<file path="config.mk">
export PLATFORM = sky130hd
export DESIGN_NAME = inst_issuer_rs
export DESIGN_NICKNAME = d
export VERILOG_FILES = /design/src/rtl/issuer_pkg.sv /design/src/rtl/issuer_operand_slot.sv /design/src/rtl/inst_issuer_rs.sv
export SDC_FILE = /design/constraint.sdc
export NUM_CORES = 2
export LEC_CHECK = 0
export CORE_UTILIZATION = 60
export DETAILED_ROUTE_END_ITERATION = 8
export DONT_BUFFER_PORTS = 1
export PLACE_DENSITY_LB_ADDON = 0.1
export SETUP_SLACK_MARGIN = 0.02
export SYNTH_ARGS = -nofsm -noshare
export SYNTH_HDL_FRONTEND = slang
export SYNTH_SLANG_ARGS = --single-unit
</file>
<file path="constraint.sdc">
create_clock -name CLK -period 9.45 [get_ports CLK]
set_input_delay 0.945 -clock CLK [delete_from_list [all_inputs] [get_ports CLK]]
set_output_delay 0.945 -clock CLK [all_outputs]
set_load 0.005 [all_outputs]
</file>
<file path="src/rtl/issuer_pkg.sv">
// Shared types and packed issue-word layout for the inst_issuer_rs slice.
// Optional ISSUER_CDB_BYPASS_EN lets the head issue on the resolving CDB cycle.
package issuer_pkg;

  localparam int FN_W  = 2;
  localparam int OPR_W = 4;
  localparam int OPD_W = 2;
  localparam int IMM_W = 32;
  localparam int REG_W = 5;
  localparam int PC_W  = 32;

  typedef enum logic [FN_W-1:0] {
    FU_ALU = 2'd0,
    FU_LSU = 2'd1,
    FU_BPU = 2'd2,
    FU_CSR = 2'd3
  } fu_e;

  // Packed word, LSB first: cur_pc, nxt_pc, taken, rd_wen, rd, rs2, rs1,
  // imm, operand, operator, function.
  localparam int CPC_OFF = 0;
  localparam int NPC_OFF = CPC_OFF + PC_W;
  localparam int TKN_OFF = NPC_OFF + PC_W;
  localparam int RDW_OFF = TKN_OFF + 1;
  localparam int RD_OFF  = RDW_OFF + 1;
  localparam int RS2_OFF = RD_OFF + REG_W;
  localparam int RS1_OFF = RS2_OFF + REG_W;
  localparam int IMM_OFF = RS1_OFF + REG_W;
  localparam int OPD_OFF = IMM_OFF + IMM_W;
  localparam int OPR_OFF = OPD_OFF + OPD_W;
  localparam int FN_OFF  = OPR_OFF + OPR_W;
  localparam int PAYLOAD_W = FN_OFF + FN_W;

  localparam int DATA_W = 32;
  localparam int TAG_W  = 2;

  typedef struct packed {
    logic              ready;
    logic [TAG_W-1:0]  tag;
    logic [DATA_W-1:0] data;
  } opnd_t;

  function automatic logic [FN_W-1:0] pl_fn(
    input logic [PAYLOAD_W-1:0] p
  );
    return p[FN_OFF +: FN_W];
  endfunction

endpackage

</file>
<file path="src/rtl/issuer_operand_slot.sv">
// One source-operand slot: fetch-time capture plus CDB wakeup.
// ISSUER_CDB_BYPASS_EN exposes a broadcast resolving this slot immediately.
module issuer_operand_slot
  import issuer_pkg::*;
(
  input  logic              clk,
  input  logic              rst,
  input  logic              load,
  input  logic              ld_pend,
  input  logic [TAG_W-1:0]  ld_alias,
  input  logic [DATA_W-1:0] ld_data,
  input  logic              watch,
  input  logic              cdb_valid,
  input  logic [TAG_W-1:0]  cdb_id,
  input  logic [DATA_W-1:0] cdb_data,
  output logic              rdy_o,
  output logic [DATA_W-1:0] data_o
);

  opnd_t slot_q, slot_d;
  logic  ld_hit;
  logic  tag_hit;
  logic  wk_hit;

  always_comb begin
    ld_hit  = cdb_valid && (cdb_id == ld_alias);
    tag_hit = watch && !slot_q.ready && cdb_valid
              && (cdb_id == slot_q.tag);
    wk_hit  = tag_hit && !load;
    slot_d  = slot_q;
    unique case (1'b1)
      load: begin
        slot_d.tag = ld_alias;
        if (!ld_pend) begin
          slot_d.ready = 1'b1;
          slot_d.data  = ld_data;
        end else if (ld_hit) begin
          slot_d.ready = 1'b1;
          slot_d.data  = cdb_data;
        end else begin
          slot_d.ready = 1'b0;
        end
      end
      wk_hit: begin
        slot_d.ready = 1'b1;
        slot_d.data  = cdb_data;
      end
      default: ;
    endcase
  end

  always_ff @(posedge clk) begin
    if (rst) slot_q <= '0;
    else     slot_q <= slot_d;
  end

`ifdef ISSUER_CDB_BYPASS_EN
  assign rdy_o  = slot_q.ready || tag_hit;
  assign data_o = slot_q.ready ? slot_q.data : cdb_data;
`else
  assign rdy_o  = slot_q.ready;
  assign data_o = slot_q.data;
`endif

endmodule

</file>
<file path="src/rtl/inst_issuer_rs.sv">
// In-order dispatch buffer feeding FU_NUM function units from the issue queue.
// ISSUER_CDB_BYPASS_EN (in issuer_operand_slot) enables same-cycle CDB issue.
module inst_issuer_rs
  import issuer_pkg::*;
#(
  parameter int DEPTH      = 4,
  parameter int FU_NUM     = 4,
  parameter int ARCH_ENTRY = 32,
  parameter int ROB_ENTRY  = 4,
  parameter int DATA_WIDTH = 32,
  parameter int PAYLOAD_W  = issuer_pkg::PAYLOAD_W,
  localparam int AW = $clog2(ARCH_ENTRY),
  localparam int RW = $clog2(ROB_ENTRY),
  localparam int OW = $clog2(DEPTH + 1)
) (
  input  logic                  CLK,
  input  logic                  RST,
  input  logic                  iq_rok,
  input  logic [PAYLOAD_W-1:0]  iq_rdata,
  output logic                  iq_ren,
  output logic [AW-1:0]         rat_rs1_id,
  output logic [AW-1:0]         rat_rs2_id,
  input  logic                  rat_rs1_busy,
  input  logic                  rat_rs2_busy,
  input  logic [RW-1:0]         rat_rs1_alias,
  input  logic [RW-1:0]         rat_rs2_alias,
  output logic [AW-1:0]         rf_rs1_id,
  output logic [AW-1:0]         rf_rs2_id,
  input  logic [DATA_WIDTH-1:0] rf_rs1_data,
  input  logic [DATA_WIDTH-1:0] rf_rs2_data,
  output logic                  rob_request,
  output logic [AW-1:0]         rob_arch_id,
  input  logic                  rob_grant,
  input  logic [RW-1:0]         rob_alias_id,
  input  logic                  cdb_valid,
  input  logic [RW-1:0]         cdb_id,
  input  logic [DATA_WIDTH-1:0] cdb_data,
  input  logic [FU_NUM-1:0]     fu_wok,
  input  logic                  flush,
  output logic                  isr_valid,
  output logic [FU_NUM-1:0]     isr_fu_sel,
  output logic [PAYLOAD_W-1:0]  isr_payload,
  output logic [DATA_WIDTH-1:0] isr_rs1_data,
  output logic [DATA_WIDTH-1:0] isr_rs2_data,
  output logic [RW-1:0]         isr_rob_entry,
  output logic [OW-1:0]         occupancy
);

  localparam int PW = $clog2(DEPTH);

  logic [PAYLOAD_W-1:0]  pl_q  [DEPTH];
  logic [PAYLOAD_W-1:0]  pl_d  [DEPTH];
  logic [RW-1:0]         rob_q [DEPTH];
  logic [RW-1:0]         rob_d [DEPTH];
  logic [DEPTH-1:0]      vld_q, vld_d;
  logic [PW-1:0]         head_q, head_d;
  logic [PW-1:0]         tail_q, tail_d;
  logic [OW-1:0]         occ_q, occ_d;

  logic [DEPTH-1:0]      ld;
  logic [DEPTH-1:0]      rdy1, rdy2;
  logic [DATA_WIDTH-1:0] dat1 [DEPTH];
  logic [DATA_WIDTH-1:0] dat2 [DEPTH];

  logic [AW-1:0]         rs1, rs2;
  logic                  pend1, pend2;
  logic [FN_W-1:0]       head_fn;
  logic                  fu_ok;
  logic                  issue;
  logic                  space;
  logic                  fetch;

  assign rs1 = iq_rdata[RS1_OFF +: REG_W];
  assign rs2 = iq_rdata[RS2_OFF +: REG_W];

  assign rat_rs1_id  = rs1;
  assign rat_rs2_id  = rs2;
  assign rf_rs1_id   = rs1;
  assign rf_rs2_id   = rs2;
  assign rob_arch_id = iq_rdata[RD_OFF +: REG_W];

  // x0 never waits on a producer regardless of what the RAT reports
  assign pend1 = rat_rs1_busy && (rs1 != '0);
  assign pend2 = rat_rs2_busy && (rs2 != '0);

  assign head_fn = pl_fn(pl_q[head_q]);
  assign fu_ok   = (int'(head_fn) < FU_NUM)
                   && fu_wok[head_fn];

  assign issue = !RST && vld_q[head_q]
                 && rdy1[head_q] && rdy2[head_q]
                 && fu_ok;

  assign space       = (occ_q < OW'(DEPTH)) || issue;
  assign rob_request = !RST && iq_rok && space && !flush;
  assign fetch       = rob_request && rob_grant;
  assign iq_ren      = fetch;

  for (genvar i = 0; i < DEPTH; i++) begin : g_ent
    assign ld[i] = fetch && (tail_q == PW'(i));

    issuer_operand_slot u_src1 (
      .clk       (CLK),
      .rst       (RST),
      .load      (ld[i]),
      .ld_pend   (pend1),
      .ld_alias  (rat_rs1_alias),
      .ld_data   (rf_rs1_data),
      .watch     (vld_q[i]),
      .cdb_valid (cdb_valid),
      .cdb_id    (cdb_id),
      .cdb_data  (cdb_data),
      .rdy_o     (rdy1[i]),
      .data_o    (dat1[i])
    );

    issuer_operand_slot u_src2 (
      .clk       (CLK),
      .rst       (RST),
      .load      (ld[i]),
      .ld_pend   (pend2),
      .ld_alias  (rat_rs2_alias),
      .ld_data   (rf_rs2_data),
      .watch     (vld_q[i]),
      .cdb_valid (cdb_valid),
      .cdb_id    (cdb_id),
      .cdb_data  (cdb_data),
      .rdy_o     (rdy2[i]),
      .data_o    (dat2[i])
    );
  end

  always_comb begin
    vld_d  = vld_q;
    head_d = head_q;
    tail_d = tail_q;
    occ_d  = occ_q;
    pl_d   = pl_q;
    rob_d  = rob_q;
    // issue before fetch so a full buffer can refill the slot it frees
    if (issue) begin
      vld_d[head_q] = 1'b0;
      head_d        = head_q + PW'(1);
    end
    if (fetch) begin
      vld_d[tail_q] = 1'b1;
      pl_d[tail_q]  = iq_rdata;
      rob_d[tail_q] = rob_alias_id;
      tail_d        = tail_q + PW'(1);
    end
    case ({fetch, issue})
      2'b10:   occ_d = occ_q + OW'(1);
      2'b01:   occ_d = occ_q - OW'(1);
      default: ;
    endcase
    if (flush) begin
      vld_d  = '0;
      head_d = '0;
      tail_d = '0;
      occ_d  = '0;
    end
  end

  always_ff @(posedge CLK) begin
    if (RST) begin
      vld_q  <= '0;
      head_q <= '0;
      tail_q <= '0;
      occ_q  <= '0;
      for (int i = 0; i < DEPTH; i++) begin
        pl_q[i]  <= '0;
        rob_q[i] <= '0;
      end
    end else begin
      vld_q  <= vld_d;
      head_q <= head_d;
      tail_q <= tail_d;
      occ_q  <= occ_d;
      pl_q   <= pl_d;
      rob_q  <= rob_d;
    end
  end

  assign isr_valid     = issue;
  assign isr_fu_sel    = issue ? (FU_NUM'(1) << head_fn) : '0;
  assign isr_payload   = issue ? pl_q[head_q] : '0;
  assign isr_rs1_data  = issue ? dat1[head_q] : '0;
  assign isr_rs2_data  = issue ? dat2[head_q] : '0;
  assign isr_rob_entry = issue ? rob_q[head_q] : '0;
  assign occupancy     = occ_q;

endmodule

</file>
Word level (Yosys, flattened, before mapping) --
Index checks and enable logic that the tools add are counted.
Word-level totals: bits in registers 783, latch bits 0, bits in writable memories 0, memory bits (read-only) 0, input port bits 237, output and inout bits 222, logic and storage cells 227, memories kept 0
Operators by class: $add $sub $neg 4, multipliers 0, div/mod/pow operators 0, $lt $le $gt $ge 9, equal/unequal tests 23, shift-type cells 1, muxes and demuxes 62, bitwise operators 5, reductions and logical operators 87
Operator list (number):
- $pmux W32 S2 | 8
- $bwmux W484 | 1
- $mux W121 | 4
- $mux W32 | 10
- $bmux W121 S2 | 1
- $demux W121 S2 | 1
- $bmux W32 S2 | 2
- $logic_and A1 B1 Y1 | 51
- $ne A3 B3 Y1 const B | 8
- $eq A2 B2 Y1 | 10
- $reduce_bool A2 Y1 | 9
- $pmux W1 S2 | 8
- $reduce_and A2 Y1 | 8
- $logic_not A1 Y1 | 14
- $mux W4 | 3
- $mux W1 | 10
- $reduce_bool A5 Y1 | 2
- $lt A2 B3 Y1 const B | 3
- $bmux W1 S2 | 4
- $bwmux W8 | 1
- $mux W2 | 4
- $eq A2 B2 Y1 const B | 3
- $ge A3 B3 Y1 const B | 2
- $not A2 Y3 | 2
- other kinds (18) | 22

Longest topological paths before layout --
depth after elaboration 16, gate-level depth with buffers 13, mapped depth without buffers 11

Cells and area by module --
Synthesis repeated with hierarchy kept, for this count alone.
Unflattened totals: cells, all modules 4538, area, all modules 45513.7 µm²
By module, submodules not included:
- inst_issuer_rs | times used 1, cells each 2322, area each 25864.8 µm², sequential area each 10069.7 µm²
- issuer_operand_slot | times used 8, cells each 277, area each 2456.1 µm², sequential area each 700.7 µm²

Least setup slack after synthesis --
OpenSTA, ideal clock, no wires.
path kind input-to-reg, from in RST, to reg occ_q[2], in the netlist occupancy[2], library setup time 70 ps, arrival 3460 ps, path slack 5921 ps, stages on the path 12, cell sequence buf_2 a211oi_1 o22a_1 clkbuf_1 nand2_1 inv_1 ha_1 inv_1 fa_1 xor2_1 or3_1 a21oi_1
On the way: longest elaborated chain between the ends 11
RTL lines:
- start: declaration | line inst_issuer_rs.sv:17 | input logic RST,
- $logic_not A1 Y1 * | line inst_issuer_rs.sv:90 | assign issue = !RST && vld_q[head_q]
- $logic_and A1 B1 Y1 * | line inst_issuer_rs.sv:90
- $logic_and A1 B1 Y1 * (2 in a row) | line inst_issuer_rs.sv:91 | && rdy1[head_q] && rdy2[head_q]
- $logic_and A1 B1 Y1 * | line inst_issuer_rs.sv:92 | && fu_ok;
- named net isr_valid | line inst_issuer_rs.sv:40 | output logic isr_valid,
- $logic_or A1 B1 Y1 | line inst_issuer_rs.sv:94 | assign space = (occ_q < OW'(DEPTH)) || issue;
- $logic_and A1 B1 Y1 (2 in a row) | line inst_issuer_rs.sv:95 | assign rob_request = !RST && iq_rok && space && !flush;
- $logic_and A1 B1 Y1 | line inst_issuer_rs.sv:96 | assign fetch = rob_request && rob_grant;
- $eq A2 B1 Y1 / $eq A2 B2 Y1 (equally long branches) | line inst_issuer_rs.sv:151 | case ({fetch, issue})
- $pmux W3 S2 / $reduce_bool A2 Y1 (equally long branches)
- end signal: assignment | line inst_issuer_rs.sv:169 | occ_q <= '0;
- end signal: assignment | line inst_issuer_rs.sv:178 | occ_q <= occ_d;
- end: declaration | line inst_issuer_rs.sv:58 | logic [OW-1:0] occ_q, occ_d;
Mark *: on every way through the listed nets, which the timed path passes. The rest lies on a longest branch. A chain may end at the register's enable or synchronous reset.

Worst setup path after layout --
from reg head_q[0], to out isr_rs2_data[25]
On the way: longest elaborated chain between the ends 8
RTL lines:
- start: declaration | line inst_issuer_rs.sv:56 | logic [PW-1:0] head_q, head_d;
- start signal: assignment | line inst_issuer_rs.sv:167 | head_q <= '0;
- start signal: assignment | line inst_issuer_rs.sv:176 | head_q <= head_d;
- $not A2 Y3 (implied by the code) | line inst_issuer_rs.sv:86, inst_issuer_rs.sv:188
- $bmux W121 S2 | line inst_issuer_rs.sv:86 | assign head_fn = pl_fn(pl_q[head_q]);
- $mux W121 (implied by the code) (2 in a row) | line inst_issuer_rs.sv:86
- $bmux W1 S2 | line inst_issuer_rs.sv:88 | && fu_wok[head_fn];
- $mux W1 (implied by the code) | line inst_issuer_rs.sv:88
- $logic_and A1 B1 Y1 | line inst_issuer_rs.sv:92
- $mux W32 * | line inst_issuer_rs.sv:188 | assign isr_rs2_data = issue ? dat2[head_q] : '0;
- end: declaration | line inst_issuer_rs.sv:44 | output logic [DATA_WIDTH-1:0] isr_rs2_data,
Every way passes the cells marked *; elsewhere a longest branch is shown, timed or not. The select of a mux whose other input is x is not followed.

==> metrics.md <==
| Metric | Value |
|---|---|
| Outcome | `completed` |
| Slew headroom | `0.178` |
| Top FF cell, synth | `dfxtp_1` |
| Starting Density | `0.605` |
| Num ports | `approximately 460` |
| Setup tns final | `0 ns` |
| Crit. End Element | `primary output` |
| DR vias/cell | `~6.8` |
| Hold Path Origin | `iq_rdata[38]` |
| Crit path required time | `8.51 ns` |
| Core box area | `60200 um2` |
| Post-route antenna net violation count | `0` |
| Drt wl/cell | `~26 um` |
| Clock slew at reported path FFs | `approximately 0.06 ns` |
| Fillers | `between 4000 and 5000` |
| Area contributors post-synth | `dfxtp_1 43%, nand2_1 12%, mux4_2 12%` |
| H-Tree Level Count | `3` |
| Period utilization | `0.675` |
| Worst skew pair latency | `about 0.67 ns` |
| Maximum vdd drop | `between 0.15 and 0.2 mV` |
| Worst flop-to-flop path endpoint | `g_ent[1].u_src1.data_o[15]$_SDFFE_PP0P_` |
| Hold violation total from the final report | `0` |
| Area delta synth->final | `6.28%` |
| Setup repair bufs after CTS | `0` |
| Worst Hold Depth | `2` |
| Setup CP Type | `register to primary output` |
| First-pass GRT wire length | `between 150000 and 200000 um` |
| RSZ-0062 raised after global routing | `false` |
| Non-filler cells, final | `~4700` |
| Clock sink count | `783` |
| Min cycle time layout | `about 6.4 ns` |
| Clock root buffer | `clkbuf_16` |
| Placed Cells | `~4600` |
| Sequential area share after synthesis | `0.430` |
| Hold EP | `pl_q[401]$_SDFFE_PP0N_` |
| Slew @ Worst Pin | `roughly 1.2 ns` |
| Synth top area share | `0.430` |
| Syn Nets | `between 4000 and 5000` |
| First drt pass iteration count | `6` |
| Worst min path class | `input pin to register` |
| Clock buffer depth | `3` |
| Reg2Reg Launch Point | `head_q[0]$_SDFFE_PP0P_` |
| Fmax | `about 160 MHz` |
| Power Dens Cells | `approximately 180 nW/um2` |
| EDFF count, synth | `0` |
| TritonCTS Buffers | `84` |
| DRT iter0 DRCs | `3670` |
| Post-Route WL | `between 100000 and 150000 um` |
| Grt ovf | `0` |
| Fin. max-slew vios | `0` |
| I/O Buffers | `0` |
| Max FO, Critical Path | `~110` |
| Avg Inst Size Synth | `between 8 and 9 um2` |
| Cell depth of the worst flop-to-flop path | `7` |
| Mapped Cells | `roughly 4200` |
| GPL Wtd Cong | `~0.9` |
| Worst Path Arrival | `~5.4 ns` |
| Initial antenna violation count | `9` |
| Hpwl dp | `around 70000 um` |
| Finish-stage setup viols | `0` |
| Final WS setup | `3.07 ns` |
| Final design area excluding fillers | `just under 40000 um2` |
| Mapped cell area | `36500 um2` |
| Synth Register Bits | `783` |
| DRC | `0` |
| CTS tree | `done` |
| Post_cts resized | `0` |
| CP Launch Type | `register` |
| Ys async rst share | `0` |
| Die ar. | `61800 um2` |
| Yosys cell types | `57` |
| Fin nets | `between 4000 and 5000` |
| Vias | `32200` |
| Commonest non-fill, non-tap cells in the layout | `1132 x nand2_1, 781 x dfxtp_1, 667 x a21oi_1` |
| All-Layer GR Usage | `0.384` |
| Commonest non-fill, non-tap cell in the layout | `nand2_1` |
| Pre-CTS setup slack | `about 3.7 ns` |
| Largest net degree at the start of global routing | `between 600 and 700` |
| Vias in the first global route | `31800` |
| DIE WIDTH | `approximately 250 um` |
| Static leakage | `roughly 13 nW` |
| Area leader, netlist | `dfxtp_1` |
| Max-cap viol count | `0` |
| Share of cells above drive strength 1 | `0.122` |
| FF-to-FF setup slack | `approximately 3.6 ns` |
| FP Rows | `90` |
| Synth Warn # | `0` |
| Hold Buf Count CTS | `0` |
| Post-DP Area | `approximately 36000 um2` |
| Worst Clk Skew | `0.0402 ns` |
| Die height | `approximately 250 um` |
==> synth_stat cells (all sizes together) (34+ instances only) <==
master	number
buf	217
a221o	64
o221a	76
o31a	35
dfxtp	783
nor2	121
nor3	39
mux4	187
o22ai	34
a21oi	667
clkbuf	238
nand2	1135
nand3	50
and3	203
mux2i	52
o32ai	49
==> state kept, by name, summed over array words and instances, names as in the netlist <==
register             flops
g_ent.u_src1.data_o    128
g_ent.u_src1.rdy_o       4
g_ent.u_src1.slot_q      8
g_ent.u_src2.data_o    128
g_ent.u_src2.rdy_o       4
g_ent.u_src2.slot_q      8
head_q                   2
occupancy                3
pl_q                   484
rob_q                    8
tail_q                   2
vld_q                    4
==> worst max path at each step <==
stage / end / depth (start not counted) / from / slack (ns)
after floorplan: occupancy[2]$_SDFFE_PP0P_ / 12 / RST / 5.92
after global placement: g_ent[1].u_src1.data_o[15]$_SDFFE_PP0P_ / 7 / head_q[0]$_SDFFE_PP0P_ / 3.82
after detailed placement: g_ent[1].u_src1.data_o[7]$_SDFFE_PP0P_ / 7 / head_q[0]$_SDFFE_PP0P_ / 3.73
after CTS: isr_rs1_data[14] / 6 / head_q[0]$_SDFFE_PP0P_ / 3.13
after global routing: isr_rs2_data[23] / 6 / head_q[0]$_SDFFE_PP0P_ / 2.91
final: isr_rs2_data[25] / 6 / head_q[0]$_SDFFE_PP0P_ / 3.07
==> cell families after synthesis <==
family	share of synthesized area
and+or+nand+nor	0.192
muxes	0.133
buffers and inverters	0.0562
adders and majority gates	0.00364
DFF	0.430
AOI/OAI and AO/OA	0.179
xor gates and xnor gates	0.00576
==> through the flow <==
step / total power [W] / utilization / hold WS, ns
after floorplan: 0.00360 / - / 0.433
after global placement: 0.00360 / 0.598 / 0.437
after detailed placement: 0.00360 / 0.598 / 0.443
after CTS: 0.00681 / 0.643 / 0.395
after global routing: 0.00696 / 0.643 / 0.399
final: 0.00680 / 0.643 / 0.407
==> power breakdown <==
part	switching [W]	internal, W
sequential	0.0000104	0.00332
combinational	0.000133	0.0000744
clock	0.00139	0.00187
total	0.00153	0.00527
==> per-layer routing <==
metal / share of wire / up-vias / GRT usage
li1: - / 14200 / -
met1: 0.38 / 15600 / 0.498
met2: 0.45 / 2040 / 0.597
met3: 0.12 / 352 / 0.101
met4: 0.045 / 2 / 0.186
met5: 0.00011 / - / 0
==> worst max-delay path, cell delays in order, from the launching register on <==
cell and delay [ns]:
dfxtp_4 0.80, buf_4 0.96, nand4_1 0.17, a211oi_1 0.65
o22a_4 0.85, buf_4 0.82, and3_1 0.33
==> cell type report <==
cell class              count  area (um2)  area share
diodes                      7        17.5    0.000452
inverters                  12        45.0     0.00116
clock inverters            23         244     0.00629
repair buffers             54         443      0.0114
clock buffers             131        2480      0.0640
well taps                 782         978      0.0252
flip-flops and latches    783       15700       0.405
multi-input cells        2932       18900       0.487
Note: power is estimated with default switching activity, not from simulation.
